### config.mk
export PLATFORM = sky130hd
export DESIGN_NAME = lane_arbiter_flat
export DESIGN_NICKNAME = d
export VERILOG_FILES = /design/src/rtl/lane_arb_pkg.sv /design/src/rtl/lane_arbiter_if.sv /design/src/rtl/lane_timer.sv /design/src/rtl/lane_arbiter.sv /design/src/flat_wrapper.sv
export SDC_FILE = /design/constraint.sdc
export NUM_CORES = 1
export LEC_CHECK = 0
export CAP_MARGIN = 20
export CORE_UTILIZATION = 45
export CTS_CLUSTER_SIZE = 12
export DETAILED_ROUTE_END_ITERATION = 7
export PLACE_DENSITY = 0.75
export SETUP_SLACK_MARGIN = 0.2
export SLEW_MARGIN = 5
export SYNTH_ARGS = -nofsm -noshare
export SYNTH_HDL_FRONTEND = slang
export SYNTH_SLANG_ARGS = --single-unit
### constraint.sdc
create_clock -name clk -period 2.3 [get_ports clk]
set_clock_uncertainty 0.15 [all_clocks]
set_input_delay 0.575 -clock clk [delete_from_list [all_inputs] [get_ports clk]]
set_output_delay 0.575 -clock clk [all_outputs]
set_load 0.05 [all_outputs]
### src/rtl/lane_arb_pkg.sv
// lane_arb_pkg: state and last-served encodings, default timing and the shared arbitration rule
package lane_arb_pkg;
   typedef enum logic [2:0] {
      IDLE    = 3'd0,
      GRANT_E = 3'd1,
      CLEAR_E = 3'd2,
      GRANT_W = 3'd3,
      CLEAR_W = 3'd4
   } state_t;
   typedef enum logic {LAST_E = 1'b0, LAST_W = 1'b1} last_t;
   localparam int DEF_MIN_GREEN    = 2;
   localparam int DEF_MAX_GREEN    = 8;
   localparam int DEF_CLEAR_CYCLES = 3;
   localparam int DEF_CW           = 4;
   // A tie goes to the side that was not served last
   function automatic state_t arb(input logic re, input logic rw, input last_t last);
      return (re && rw) ? ((last == LAST_W) ? GRANT_E : GRANT_W) :
             re ? GRANT_E : rw ? GRANT_W : IDLE;
   endfunction
endpackage

### src/rtl/lane_arbiter_if.sv
// lane_arbiter_if: request/grant bundle between the two requesters and the arbiter
interface lane_arbiter_if;
   logic       req_e;
   logic       req_w;
   logic       go_e;
   logic       go_w;
   logic       idle;
   logic [2:0] state;
   modport master(output req_e, req_w, input go_e, go_w, idle, state);
   modport slave(input req_e, req_w, output go_e, go_w, idle, state);
endinterface

### src/rtl/lane_timer.sv
// lane_timer: loadable up-counter that restarts at 1 and holds at a saturation value
module lane_timer #(
   parameter int CW = 4
) (
   input  logic          clk,
   input  logic          rst,
   input  logic          load,
   input  logic          en,
   input  logic [CW-1:0] sat,
   output logic [CW-1:0] cnt
);
   always_ff @(posedge clk) begin
      if (rst) cnt <= '0;
      else if (load) cnt <= CW'(1);
      else if (en && cnt < sat) cnt <= cnt + 1'b1;
   end
endmodule

### src/rtl/lane_arbiter.sv
// lane_arbiter: one-lane east/west arbiter with min/max green, all-stop clearance and round-robin ties
module lane_arbiter import lane_arb_pkg::*; #(
   parameter int MIN_GREEN    = DEF_MIN_GREEN,
   parameter int MAX_GREEN    = DEF_MAX_GREEN,
   parameter int CLEAR_CYCLES = DEF_CLEAR_CYCLES,
   parameter int CW           = DEF_CW
) (
   input logic           clk,
   input logic           rst,
   lane_arbiter_if.slave bus
);
   localparam logic [CW-1:0] MIN_C = CW'(MIN_GREEN);
   localparam logic [CW-1:0] MAX_C = CW'(MAX_GREEN);
   localparam logic [CW-1:0] CLR_C = CW'(CLEAR_CYCLES);
   state_t        state, nxt;
   last_t         last, last_nxt;
   logic          load;
   logic [CW-1:0] sat;
   logic [CW-1:0] cnt;
   logic          min_ok, max_ok;
   assign min_ok = cnt >= MIN_C;
   assign max_ok = cnt >= MAX_C;
   lane_timer #(.CW(CW)) u_timer (
      .clk (clk),
      .rst (rst),
      .load(load),
      .en  (state != IDLE),
      .sat (sat),
      .cnt (cnt)
   );
   always_ff @(posedge clk) begin
      if (rst) begin
         state <= IDLE;
         last  <= LAST_W;
      end else begin
         state <= nxt;
         last  <= last_nxt;
      end
   end
   always_comb begin
      nxt      = state;
      last_nxt = last;
      sat      = MAX_C;
      unique case (state)
         IDLE: nxt = arb(bus.req_e, bus.req_w, last);
         GRANT_E:
            if (min_ok && (!bus.req_e || (bus.req_w && max_ok))) begin
               nxt      = CLEAR_E;
               last_nxt = LAST_E;
            end
         GRANT_W:
            if (min_ok && (!bus.req_w || (bus.req_e && max_ok))) begin
               nxt      = CLEAR_W;
               last_nxt = LAST_W;
            end
         CLEAR_E, CLEAR_W: begin
            sat = CLR_C;
            if (cnt == CLR_C) nxt = arb(bus.req_e, bus.req_w, last);
         end
         default: nxt = IDLE;
      endcase
      // every entry into a grant or clearance restarts the count at 1
      load = (nxt != state) && (nxt != IDLE);
   end
   assign bus.go_e  = state == GRANT_E;
   assign bus.go_w  = state == GRANT_W;
   assign bus.idle  = state == IDLE;
   assign bus.state = state;
endmodule

### src/flat_wrapper.sv
// flat-port wrapper written by rule: the top's interface ports become plain ports
module lane_arbiter_flat import lane_arb_pkg::*;
#(
   parameter int MIN_GREEN    = DEF_MIN_GREEN,
   parameter int MAX_GREEN    = DEF_MAX_GREEN,
   parameter int CLEAR_CYCLES = DEF_CLEAR_CYCLES,
   parameter int CW           = DEF_CW
)
  (clk, rst, bus_req_e, bus_req_w, bus_go_e, bus_go_w, bus_idle, bus_state);
  lane_arbiter_if bus_i ();
  input logic clk;
  input logic rst;
  input wire logic [$bits(bus_i.req_e)-1:0] bus_req_e;
  input wire logic [$bits(bus_i.req_w)-1:0] bus_req_w;
  output wire logic [$bits(bus_i.go_e)-1:0] bus_go_e;
  output wire logic [$bits(bus_i.go_w)-1:0] bus_go_w;
  output wire logic [$bits(bus_i.idle)-1:0] bus_idle;
  output wire logic [$bits(bus_i.state)-1:0] bus_state;
  assign bus_i.req_e = bus_req_e;
  assign bus_i.req_w = bus_req_w;
  assign bus_go_e = bus_i.go_e;
  assign bus_go_w = bus_i.go_w;
  assign bus_idle = bus_i.idle;
  assign bus_state = bus_i.state;
  lane_arbiter #(.MIN_GREEN(MIN_GREEN), .MAX_GREEN(MAX_GREEN), .CLEAR_CYCLES(CLEAR_CYCLES), .CW(CW)) u_core (.clk(clk), .rst(rst), .bus(bus_i));
endmodule
Word-level counts from Yosys, hierarchy flattened
Index checks and enable logic that the tools add are counted.
{"block": "classes", "eq_ne": 8, "mux": 14, "n_addsub": 1, "n_reduce_logical": 19, "n_lt_le_gt_ge": 3}
{"operator": "3-bit two-way mux", "count": 4}
{"operator": "3-bit case mux with 4 select lines", "count": 1}
{"operator": "1-bit logical AND", "count": 7}
{"operator": "3-bit by 2-bit == test with 1-bit output (second input constant)", "count": 2}
{"operator": "2-bit two-way mux", "count": 3}
{"operator": "3-bit nonzero test", "count": 2}
{"operator": "4-bit by 1-bit adder with 4-bit output (second input constant)", "count": 1}
{"operator": "4-bit by 2-bit == test with 1-bit output (second input constant)", "count": 1}
{"operator": "4-bit by 2-bit greater-or-equal comparator with 1-bit output (second input constant)", "count": 1}
{"operator": "4-bit greater-or-equal comparator (second input constant)", "count": 1}
{"operator": "4-bit < comparator", "count": 1}
{"operator": "1-bit two-way mux", "count": 4}
{"operator": "4-bit two-way mux", "count": 1}
{"operator": "2-bit by 1-bit inequality test with 1-bit output (second input constant)", "count": 2}
{"operator": "2-bit nonzero test", "count": 2}
{"operator": "2-bit OR reduction", "count": 2}
{"operator": "3-bit by 1-bit == test with 1-bit output (second input constant)", "count": 1}
{"operator": "3-bit == test (second input constant)", "count": 1}
{"operator": "3-bit zero test", "count": 1}
{"operator": "3-bit inequality test", "count": 1}
{"operator": "3-bit AND reduction", "count": 1}
{"operator": "1-bit zero test", "count": 2}
{"operator": "1-bit logical OR", "count": 2}
{"operator": "1-bit case mux with 2 select lines", "count": 1}
{"block": "totals", "word_cells": 49, "input_bits": 4, "regBits": 8}

Longest topological paths before layout
{"block": "depth", "word_depth": 9, "ltp_mapped": 9, "depth_no_buf": 9}

Cells and area by module
From an unflattened synthesis, not the netlist that was laid out.
{"block": "unflattened", "hier_cells": 84, "hier_area_um2": 680.7}
{"mod": "lane_arbiter", "instances": 1, "cells_per_inst": 54, "area_per_inst_um2": 417.9}
{"mod": "lane_timer", "instances": 1, "cells_per_inst": 30, "area_per_inst_um2": 262.8}

Least setup slack after synthesis
OpenSTA, ideal clock, no wires.
{"block": "synth_path", "path_type": "flip-flop to flip-flop", "from": "register u_core.state[0] (netlist: u_core.bus.state[0])", "to": "register u_core.u_timer.cnt[1]", "stages_incl_launch_ff": 7, "t_arrival_ps": 2385, "setup_ps": 86, "period_less_slack_ps": 2620, "path_buffers": 1, "setup_slack_ps": -320, "path_cell_list": "dfxtp_1 > clkbuf_8 > nor3_1 > nor2_1 > nand2_1 > nand2_1 > a211oi_1"}
{"block": "synth_between", "word_cells_on_any_way": 18}
{"element": "from (decl)", "line_no": "lane_arbiter.sv:15", "source": "state_t state, nxt;"}
{"element": "from (signal assigned)", "line_no": "lane_arbiter.sv:36", "source": "state <= nxt;"}
{"element": "3-bit zero test *"}
{"element": "via bus_idle", "line_no": "flat_wrapper.sv:17", "source": "output wire logic [$bits(bus_i.idle)-1:0] bus_idle;"}
{"element": "3-bit case mux with 4 select lines *", "line_no": "lane_arbiter.sv:44", "source": "unique case (state)"}
{"element": "3-bit inequality test or 3-bit nonzero test (tied branches)", "line_no": "lane_arbiter.sv:63", "source": "load = (nxt != state) && (nxt != IDLE);"}
{"element": "1-bit logical AND *", "line_no": "lane_arbiter.sv:63"}
{"element": "2-bit OR reduction (no line) *"}
{"element": "to (signal assigned)", "line_no": "lane_timer.sv:15", "source": "else if (en && cnt < sat) cnt <= cnt + 1'b1;"}
{"element": "to (decl)", "line_no": "lane_timer.sv:10", "source": "output logic [CW-1:0] cnt"}
The timed path passes the listed nets; every way through them passes the cells marked *.
A chain may end at the register's enable or synchronous reset.

Worst setup path after layout
{"block": "layout_path", "from": "register u_core.u_timer.cnt[1]", "to": "register u_core.u_timer.cnt[0]"}
{"block": "layout_between", "elab_chain_len": 9, "word_cells_on_any_way": 20}
{"element": "4-bit greater-or-equal comparator", "line_no": "lane_arbiter.sv:22", "source": "assign max_ok = cnt >= MAX_C;"}
{"element": "1-bit logical AND (on tied branches)", "line_no": "lane_arbiter.sv:52, lane_arbiter.sv:47"}
{"element": "1-bit logical OR (on tied branches)", "line_no": "lane_arbiter.sv:52, lane_arbiter.sv:47"}
{"element": "1-bit logical AND (on tied branches)", "line_no": "lane_arbiter.sv:52, lane_arbiter.sv:47"}
{"element": "3-bit two-way mux (on tied branches)", "line_no": "lane_arbiter.sv:52, lane_arbiter.sv:47"}
{"element": "3-bit case mux with 4 select lines", "line_no": "lane_arbiter.sv:44"}
{"element": "3-bit inequality test or 3-bit nonzero test (tied branches)", "line_no": "lane_arbiter.sv:63"}
{"element": "1-bit logical AND", "line_no": "lane_arbiter.sv:63"}
{"element": "1-bit two-way mux or 2-bit nonzero test (tied branches)"}
Several ways; a longest one is shown, not always the timed one.

==> results.toml <==
[routing]
wl_per_cell_um = 14.78
drtIter0Drc = 19
drtPass1Iterations = 4
finalWirelength_mm = 1.670
detail-route-antenna-nets = 0
viasPerCell = 5.575
dr_total_vias = 630
drc = 0

[final_layout]
finish.instance_area_um2 = 879.6
fillers = 92
syn2layout_area_growth_pct = 48.63
final_nets = 109
mostFrequentLayoutCells = "17 x buf_4, 8 x nor2_1, 7 x nand2_1"
final_common_cell = "buf_4"
layout-drive-gt1-share_pct = 42.42
n_antenna_cell = 0

[logic_synthesis]
synth_area_um2 = 591.8
synth_cell_types = 33
synth.area.top_cells = "dfxtp_1 27%, ha_1 8.5%, nor2_1 6.3%"
yosysWarnings = 0
yosysSeqAreaShare_pct = 27.06
ys_ff_latch = 8
avgSynthCellArea_um2 = 7.998
yosys.area.top_type_share_pct = 27.06
postSynthCellCount = 74
synth_top_cell_by_area = "dfxtp_1"
mappedNetlistNets = 82

[setup_path]
end_kind = "flip-flop"
crit_path_start_kind = "flip-flop"
crit_start = "u_core.u_timer.cnt[1]"
path_class = "flip-flop to flip-flop"
r2r-start = "u_core.u_timer.cnt[1]"
cp_max_fo = 4
worstPathArrival_ps = 2150
cp.required_ps = 2290

[cts]
cts.reportedPaths.clkPinSlew_ps = 50
cts_inserted_buffers = 3
clock-sinks = 8
cts_tree = "yes"
clkLatencyLatePin_ps = 240
clock_path_buffers = 2
cts_root_buffer = "clkbuf_4"
htree_num_levels = 1

[flow_run]
drv_cap = 0

[sta]
rsz0062_at_grt = "yes"
fmax_mhz = 462.7
finalCriticalPeriod_ps = 2161
slew_violations = 0
tightestPinTransition_ps = 488.5
period_share_pct = 93.97
hold_viol = 0
finalSetupViolCount = 0
relSlewSlack_pct = 67.56

[global_route]
antenna_found_initial = 0
overflow = 0
grt_pass1_wl_mm = 2.470
grt_pass1_vias = 588
gr-usage-all-layers_pct = 24.54
grt_start_max_net_pins = 11

[power]
leakagePower_nw = 0.4020
max-vdd-ir-drop_mv = 0.4486
cellPowerDensity_mw_per_mm2 = 675.0
total_power_w = 0.0005937

[hold_path]
holdCritPathClass = "flip-flop to flip-flop"
hold_start = "u_core.bus.state[2]"

[outcome]
status = "finished clean"

[placed_design]
port_buffers = 9
dpl_cell_area_um2 = 743.2
dp.final_hpwl_mm = 1.050
place.gp.congestion = 0.8578

[floorplan]
start_util_pct = 50.53
coreArea_mm2 = 0.001171
num_rows = 12
die_h_um = 38.27
fp.dieArea_mm2 = 0.001464
io_pins = 10
fp.dieW_um = 38.27
[report_power, final]
group	internal (W)	switching, W
sequential	0.000155	0.0000142
clock	0.0000594	0.0000436
combinational	0.000137	0.000185
[cells in the mapped netlist]
cell type / number
o21ai_1: 1
a21o_1: 1
or2_1: 1
nor3_2: 1
o211ai_1: 2
nor4_2: 1
clkbuf_8: 1
nor4_1: 1
mux2i_1: 1
and3_2: 1
o21ai_0: 2
ha_1: 4
o21bai_1: 1
a31oi_1: 1
o21ba_1: 1
dfxtp_1: 8
a21boi_0: 2
nand3_1: 1
nand2_1: 7
or3b_4: 1
a211oi_1: 2
a21oi_1: 3
nand3b_1: 1
nand2b_1: 3
xor2_1: 1
xnor2_1: 2
nor2b_1: 1
nand4_1: 1
mux2_4: 1
nor2_1: 10
maj3_1: 1
nor3_1: 4
inv_1: 5
[per-stage QoR]
step / setup slack [ps] / hold WS (ps) / cells / utilization, % / setup TNS (ps)
finish: 138.6 / 376.7 / 113 / 75.11 / 0
floorplan: 203.2 / 305.7 / 74 / - / 0
global route: 46.06 / 395.6 / 113 / 75.11 / 0
global placement: -213.6 / 351.9 / 102 / 63.46 / -685.5
detailed placement: -265.8 / 368.1 / 102 / 63.46 / -886.1
CTS: 160.8 / 381.6 / 109 / 69.12 / 0
[registers in the layout, indices dropped and copies added, names as in the netlist]
name	flops
u_core.last	1
u_core.u_timer.cnt	4
u_core.bus.state	3
[path summary, 6_finish.rpt]
path	end	depth (start not counted)	slack, ps
setup / recovery	u_core.u_timer.cnt[0]	7	140
hold / removal	u_core.bus.state[2]	2	380
setup reg to reg	u_core.u_timer.cnt[0]	7	140
hold reg to reg	u_core.bus.state[2]	2	380
[critical path, stage by stage, from the launching register on]
cell and delay, ps:
dfxtp_2 350, ha_4 130, or3b_4 380, mux2i_1 160, nor2_1 90, nor3_2 250, mux2_4 360, o21ba_1 180
[logic make-up after synthesis]
kind of cell / count (synthesis) / share of synthesized area (%)
buf+inv: 6 / 5.497
flops: 8 / 27.06
simple gates: 34 / 30.66
mux: 2 / 4.228
fa+ha+maj: 5 / 10.15
xor+xnor: 3 / 4.441
compound gates: 16 / 17.97
[timing repair]
action                                  in CTS  in global routing
gates resized for setup                     11                 10
hold buffers                                 0                  0
endpoints found under the setup margin       6                  4
buffers inserted                             4                  4
pin swaps                                    6                  5
[routing by layer]
metal	track usage, %	wire length (µm)
met5	0	0
met4	8.036	39
met1	30.47	757
met3	3.488	50
met2	42.80	822
[area by class of cell]
class	count	area [µm²]	area share, %
clock buffer	3	22.52	2.560
sequential	8	173.9	19.77
inverter	5	18.77	2.134
timing repair buffer	23	192.7	21.91
multi-input combinational	60	454.2	51.64
tap	14	17.52	1.991
Note: power is estimated with default switching activity, not from simulation.
